<file path="config.mk">
export PLATFORM = sky130hd
export DESIGN_NAME = read_mem_send
export DESIGN_NICKNAME = d
export VERILOG_FILES = /design/src/rtl/read_mem_send_pkg.sv /design/src/rtl/read_mem_send_coef_pair_fifo.sv /design/src/rtl/read_mem_send.sv
export SDC_FILE = /design/constraint.sdc
export NUM_CORES = 1
export LEC_CHECK = 0
export BUFFER_PORTS_ARGS = -buffer_cell sky130_fd_sc_hd__buf_2
export CORE_UTILIZATION = 55
export DETAILED_ROUTE_END_ITERATION = 12
export PLACE_DENSITY_LB_ADDON = 0.15
export SLEW_MARGIN = 15
export SYNTH_ARGS = -nofsm -noshare
export SYNTH_HDL_FRONTEND = slang
export SYNTH_SLANG_ARGS = --single-unit
</file>
<file path="constraint.sdc">
create_clock -name clk -period 2.45 [get_ports clk]
set_clock_uncertainty 0.15 [all_clocks]
set_input_delay 0.49 -clock clk [delete_from_list [all_inputs] [get_ports clk]]
set_output_delay 0.49 -clock clk [all_outputs]
set_load 0.05 [all_outputs]
</file>
<file path="src/rtl/read_mem_send_pkg.sv">
// read_mem_send_pkg: shared widths, sizes and FSM encoding for the
// coefficient read-out path.
package read_mem_send_pkg;
    localparam int COEF_W = 23;
    localparam int N_COEF = 256;
    localparam int N_BEAT = 128;
    localparam int ADDR_W = 8;
    typedef enum logic [1:0] {IDLE, RUN, DRAIN, DONE} state_t;
endpackage

</file>
<file path="src/rtl/read_mem_send_coef_pair_fifo.sv">
// coef_pair_fifo: small first-word fall-through FIFO of coefficient pairs;
// the head entry is read straight out of the register array.
module coef_pair_fifo
    import read_mem_send_pkg::*;
#(
    parameter int DEPTH = 4,
    parameter int W = 2 * COEF_W,
    parameter int CW = $clog2(DEPTH + 1)
) (
    input  logic          clk,
    input  logic          rst,
    input  logic          push,
    input  logic [W-1:0]  din,
    input  logic          pop,
    output logic [W-1:0]  dout,
    output logic [CW-1:0] count
);
    localparam int PW = $clog2(DEPTH);
    logic [W-1:0] mem_q [DEPTH];
    logic [W-1:0] mem_d [DEPTH];
    logic [PW-1:0] wr_q, wr_d, rd_q, rd_d;
    logic [CW-1:0] count_q, count_d;
    function automatic logic [PW-1:0] nxt(input logic [PW-1:0] p);
        return (p == PW'(DEPTH - 1)) ? '0 : p + PW'(1);
    endfunction
    always_comb begin
        mem_d = mem_q;
        if (push) mem_d[wr_q] = din;
        wr_d = push ? nxt(wr_q) : wr_q;
        rd_d = pop ? nxt(rd_q) : rd_q;
        count_d = count_q + CW'(push) - CW'(pop);
    end
    always_ff @(posedge clk) begin
        if (rst) begin
            mem_q   <= '{default: '0};
            wr_q    <= '0;
            rd_q    <= '0;
            count_q <= '0;
        end else begin
            mem_q   <= mem_d;
            wr_q    <= wr_d;
            rd_q    <= rd_d;
            count_q <= count_d;
        end
    end
    assign dout  = mem_q[rd_q];
    assign count = count_q;
endmodule

</file>
<file path="src/rtl/read_mem_send.sv">
// read_mem_send: reads a 256-coefficient polynomial from the dual-port BRAM as
// address pairs and streams each pair as one beat into the output FIFO.
module read_mem_send
    import read_mem_send_pkg::*;
#(
    parameter int RD_LAT = 2,
    parameter int BUF_DEPTH = 4
) (
    input  logic              clk,
    input  logic              rst,
    input  logic              module_start,
    output logic              coef_ena,
    output logic [ADDR_W-1:0] coef_addra,
    input  logic [COEF_W-1:0] coef_douta,
    output logic              coef_enb,
    output logic [ADDR_W-1:0] coef_addrb,
    input  logic [COEF_W-1:0] coef_doutb,
    input  logic              Wm_tready,
    output logic              Wm_tvalid,
    output logic [COEF_W-1:0] data_out_1,
    output logic [COEF_W-1:0] data_out_2,
    output logic              Wm_tlast,
    output logic              module_done
);
    localparam int CW = $clog2(BUF_DEPTH + 1);
    localparam int BW = $clog2(N_BEAT);
    state_t state_q, state_d;
    logic [BW-1:0] iss_q, iss_d, acc_q, acc_d;
    logic [RD_LAT-1:0] pipe_q, pipe_d;
    logic [CW-1:0] fill;
    logic [2*COEF_W-1:0] head;
    logic hs, credit;
    // Reads in flight plus buffered beats must fit the buffer, so returning data always has a slot.
    assign credit = $countones(pipe_q) + int'(fill) < BUF_DEPTH;
    assign hs = Wm_tvalid & Wm_tready;
    always_comb begin
        state_d  = state_q;
        coef_ena = state_q == RUN && credit;
        iss_d    = coef_ena ? iss_q + BW'(1) : iss_q;
        acc_d    = hs ? acc_q + BW'(1) : acc_q;
        pipe_d   = RD_LAT'({pipe_q, coef_ena});
        case (state_q)
            IDLE:    if (module_start) state_d = RUN;
            RUN:     if (coef_ena && iss_q == BW'(N_BEAT - 1)) state_d = DRAIN;
            // Leave as the final beat is accepted so completion lands one cycle after it.
            DRAIN:   if (pipe_q == '0 && (fill == '0 || (fill == CW'(1) && hs))) state_d = DONE;
            default: state_d = IDLE;
        endcase
    end
    always_ff @(posedge clk) begin
        if (rst) begin
            state_q <= IDLE;
            iss_q   <= '0;
            acc_q   <= '0;
            pipe_q  <= '0;
        end else begin
            state_q <= state_d;
            iss_q   <= iss_d;
            acc_q   <= acc_d;
            pipe_q  <= pipe_d;
        end
    end
    coef_pair_fifo #(.DEPTH(BUF_DEPTH), .W(2 * COEF_W), .CW(CW)) u_fifo (
        .clk   (clk),
        .rst   (rst),
        .push  (pipe_q[RD_LAT-1]),
        .din   ({coef_douta, coef_doutb}),
        .pop   (hs),
        .dout  (head),
        .count (fill)
    );
    assign coef_enb    = coef_ena;
    assign coef_addra  = {iss_q, 1'b0};
    assign coef_addrb  = {iss_q, coef_ena};
    assign Wm_tvalid   = fill != '0;
    assign data_out_1  = head[2*COEF_W-1:COEF_W];
    assign data_out_2  = head[COEF_W-1:0];
    assign Wm_tlast    = acc_q == BW'(N_BEAT - 1);
    assign module_done = state_q == DONE;
endmodule

</file>
==> impl_metrics.yaml <==
cells_and_area:
  final_cell_mix: "nand2_1 (375), dfxtp_1 (203), a21oi_1 (187)"
  area_growth_pct: 23.9
  num-nets-final: 1172
  fin_util_pct: 70.7
  layout_commonest_cell: "nand2_1"
  layout-drive-gt1-share_pct: 22.7
clock_network:
  cts_sinks: 209
  clk_path_buf_depth: 3
  hold_buffers: 0
  insertion_delay_ns: 0.49
  root_buffer: "clkbuf_16"
  cts.htree.levels: 1
  path_clk_slew_ns: 0.06
  cts_inserted_buffers: 22
  cts_tree: "yes"
timing:
  worst_slew_pin_slew_ns: 1.14
  rsz0062_at_grt: "true"
  fin_crit_ns: 2.58
  fmax_ghz: 0.387
  finalMaxSlewViolations: 0
  final.setup.worst_slack_ns: -0.132
  post-route-period-util_pct: 105
  slew_headroom_pct: 23.7
  setup_viol: 46
  hold_viol: 0
logic_synthesis:
  yosys_warnings: 0
  synth_area_mm2: 0.00876
  syn-mean-instance-area_um2: 8.66
  synth.largest_area_cell: "dfxtp_1"
  synth_top_area_share_pct: 47.7
  synth_area_leaders: "dfxtp_1 (48%), nand2_1 (16%), mux4_2 (12%)"
  ys_seq_area_share_pct: 47.7
  postSynthCellCount: 1012
  yosysUniqueCellTypes: 36
  synth-seq-cells: 209
  syn_nets: 1079
route:
  vias_per_cell: 5.44
  dr.pass1.iters: 4
  vias: 7240
  wl_um: 21800
  drt_iter0_drc: 467
  drc: 0
  route.met2.wl_um: 10700
  m1WireLength_um: 9660
  top_layer: "met4"
  wl_met3_um: 1050
  routedWlPerCell_um: 16.4
  ant_nets: 0
placement:
  dpl.hpwl_um: 11900
  pre_cts_ws_ns: 0.162
  place_congestion: 0.776
  portBuffers: 115
critical_path:
  arrival_ns: 1.94
  path_buf_inv: 2
  worst_setup_path_start_kind: "register"
  critPathSlowestCell: "or3_4"
  crit_path_end_kind: "output port"
  max_stage_delay_ns: 0.36
  crit_type: "register to output port"
  crit_family: "simple AND/OR/NAND/NOR gates"
  path_cells: "ha_4 > a21oi_4 > or3_4 > nand3_4 > clkinvlp_4 > buf_6"
  crit_required_ns: 1.81
  crit_fanout: 3
outcome:
  violations: "setup timing"
  status: "finished, violations left"
global_routing:
  grt_max_degree: 82
  track_usage_pct: 26.1
  antenna_found_initial: 1
  overflow: 0
  grt_pass1_wl_um: 34100
  first_global_vias: 6727
die:
  die-area_mm2: 0.0164
  die_h_um: 128
  pin_count: 117
  initial_core_util_pct: 57.0
  core_area_mm2: 0.0154
  rows: 45
  die_w_um: 128
power_and_ir_drop:
  power_mw: 8.92
  p_leak_nw: 3.89
  vdd_drop_max_mv: 0.708
  pwr_density_cell_mw_per_mm2: 822
worst_hold_path:
  hold_class: "input pin to register"
flow_run:
  drv_cap: 0
-- synth_stat cells (all sizes together) --
cell and n:
nor3 1, clkbuf 43, or3 2, dfxtp 209, conb 1, o21bai 1
mux2i 3, nor2 24, xnor2 1, o21ai 3, mux4 46, ha 16
nand4 6, a31oi 1, buf 38, nor4 1, and2 6, a21oi 188
and4 1, inv 13, and3 4, nand3 4, nor2b 3, a22o 1
o31ai 2, nand2 379, o41ai 2, fa 1, xor2 12
-- metrics by stage --
| stage | std cells | instance area, um2 | setup TNS, ns | hold slack, ns |
|---|---|---|---|---|
| 5_1_grt | 1332 | 10900 | -4.98 | 0.107 |
| 4_1_cts | 1323 | 10700 | -2.70 | 0.0981 |
| 2_1_floorplan | 1012 | 8800 | 0 | 0.283 |
| 3_3_place_gp | 1278 | 9540 | 0 | 0.288 |
| 6_report | 1332 | 10900 | -2.82 | 0.113 |
| 3_5_place_dp | 1278 | 9540 | 0 | 0.293 |
-- metal layers --
layer / GRT usage, % / up-vias
met1: 35.1 / 3460
met4: 5.61 / 0
li1: - / 3558
met2: 45.0 / 189
met3: 3.55 / 33
met5: 0 / -
-- what timing repair did --
action | in CTS | in global routing
gates resized for setup | 115 | 8
endpoints found under the setup margin | 49 | 49
setup buffers | 4 | 4
gates cloned | 2 | 4
endpoints found under the hold margin | 0 | 0
-- layout make-up --
| class | instances | area (um2) |
|---|---|---|
| Antenna cell | 1 | 2.50 |
| Clock buffer | 36 | 684 |
| Clock inverter | 3 | 15.0 |
| Fill cell | 1191 | 4510 |
| Inverter | 13 | 52.6 |
| Multi-Input combinational cell | 709 | 4220 |
| Sequential cell | 209 | 4200 |
| Tap cell | 211 | 264 |
| Timing Repair Buffer | 150 | 1420 |
-- kinds of logic after synthesis --
kind of cell | count (synthesis) | share of synthesized area (%)
flops | 209 | 47.7
fa+ha+maj | 17 | 2.51
simple gates | 431 | 19.3
buf+inv | 94 | 4.85
compound gates | 198 | 12.1
other cells | 1 | 0.0428
xor+xnor | 13 | 1.30
mux | 49 | 12.2
-- path summary, 6_finish.rpt --
| check | startpoint | endpoint | slack [ns] | cells after the start |
|---|---|---|---|---|
| max | u_fifo.count[0]$_SDFF_PP0_ | coef_ena | -0.13 | 6 |
| min | coef_douta[5] | u_fifo.mem_q[166]$_SDFFE_PP0P_ | 0.11 | 3 |
| max reg2reg | u_fifo.count[0]$_SDFF_PP0_ | u_fifo.count[2]$_SDFF_PP0_ | 0.12 | 9 |
| min reg2reg | u_fifo.mem_q[61]$_SDFFE_PP0P_ | u_fifo.mem_q[61]$_SDFFE_PP0P_ | 0.30 | 2 |
-- where the power goes --
group	internal [mW]	total, mW	leakage, nW	switching [mW]
clock	1.90	3.21	0.347	1.31
combinational	0.905	2.06	1.85	1.16
sequential	3.53	3.65	1.69	0.125
total	6.33	8.92	3.89	2.59
-- registers in the layout, summed over array words and instances (netlist names) --
register and flops:
u_fifo.mem_q 184, acc_q 7, iss_q 7, u_fifo.count 3, pipe_q 2, state_q 2, u_fifo.rd_q 2, u_fifo.wr_q 2
-- worst min-delay path: stages --
cell and delay, ns:
buf_2 0.12, nand2_1 0.05, a21oi_1 0.05
Power figures use the tool's default switching activity.
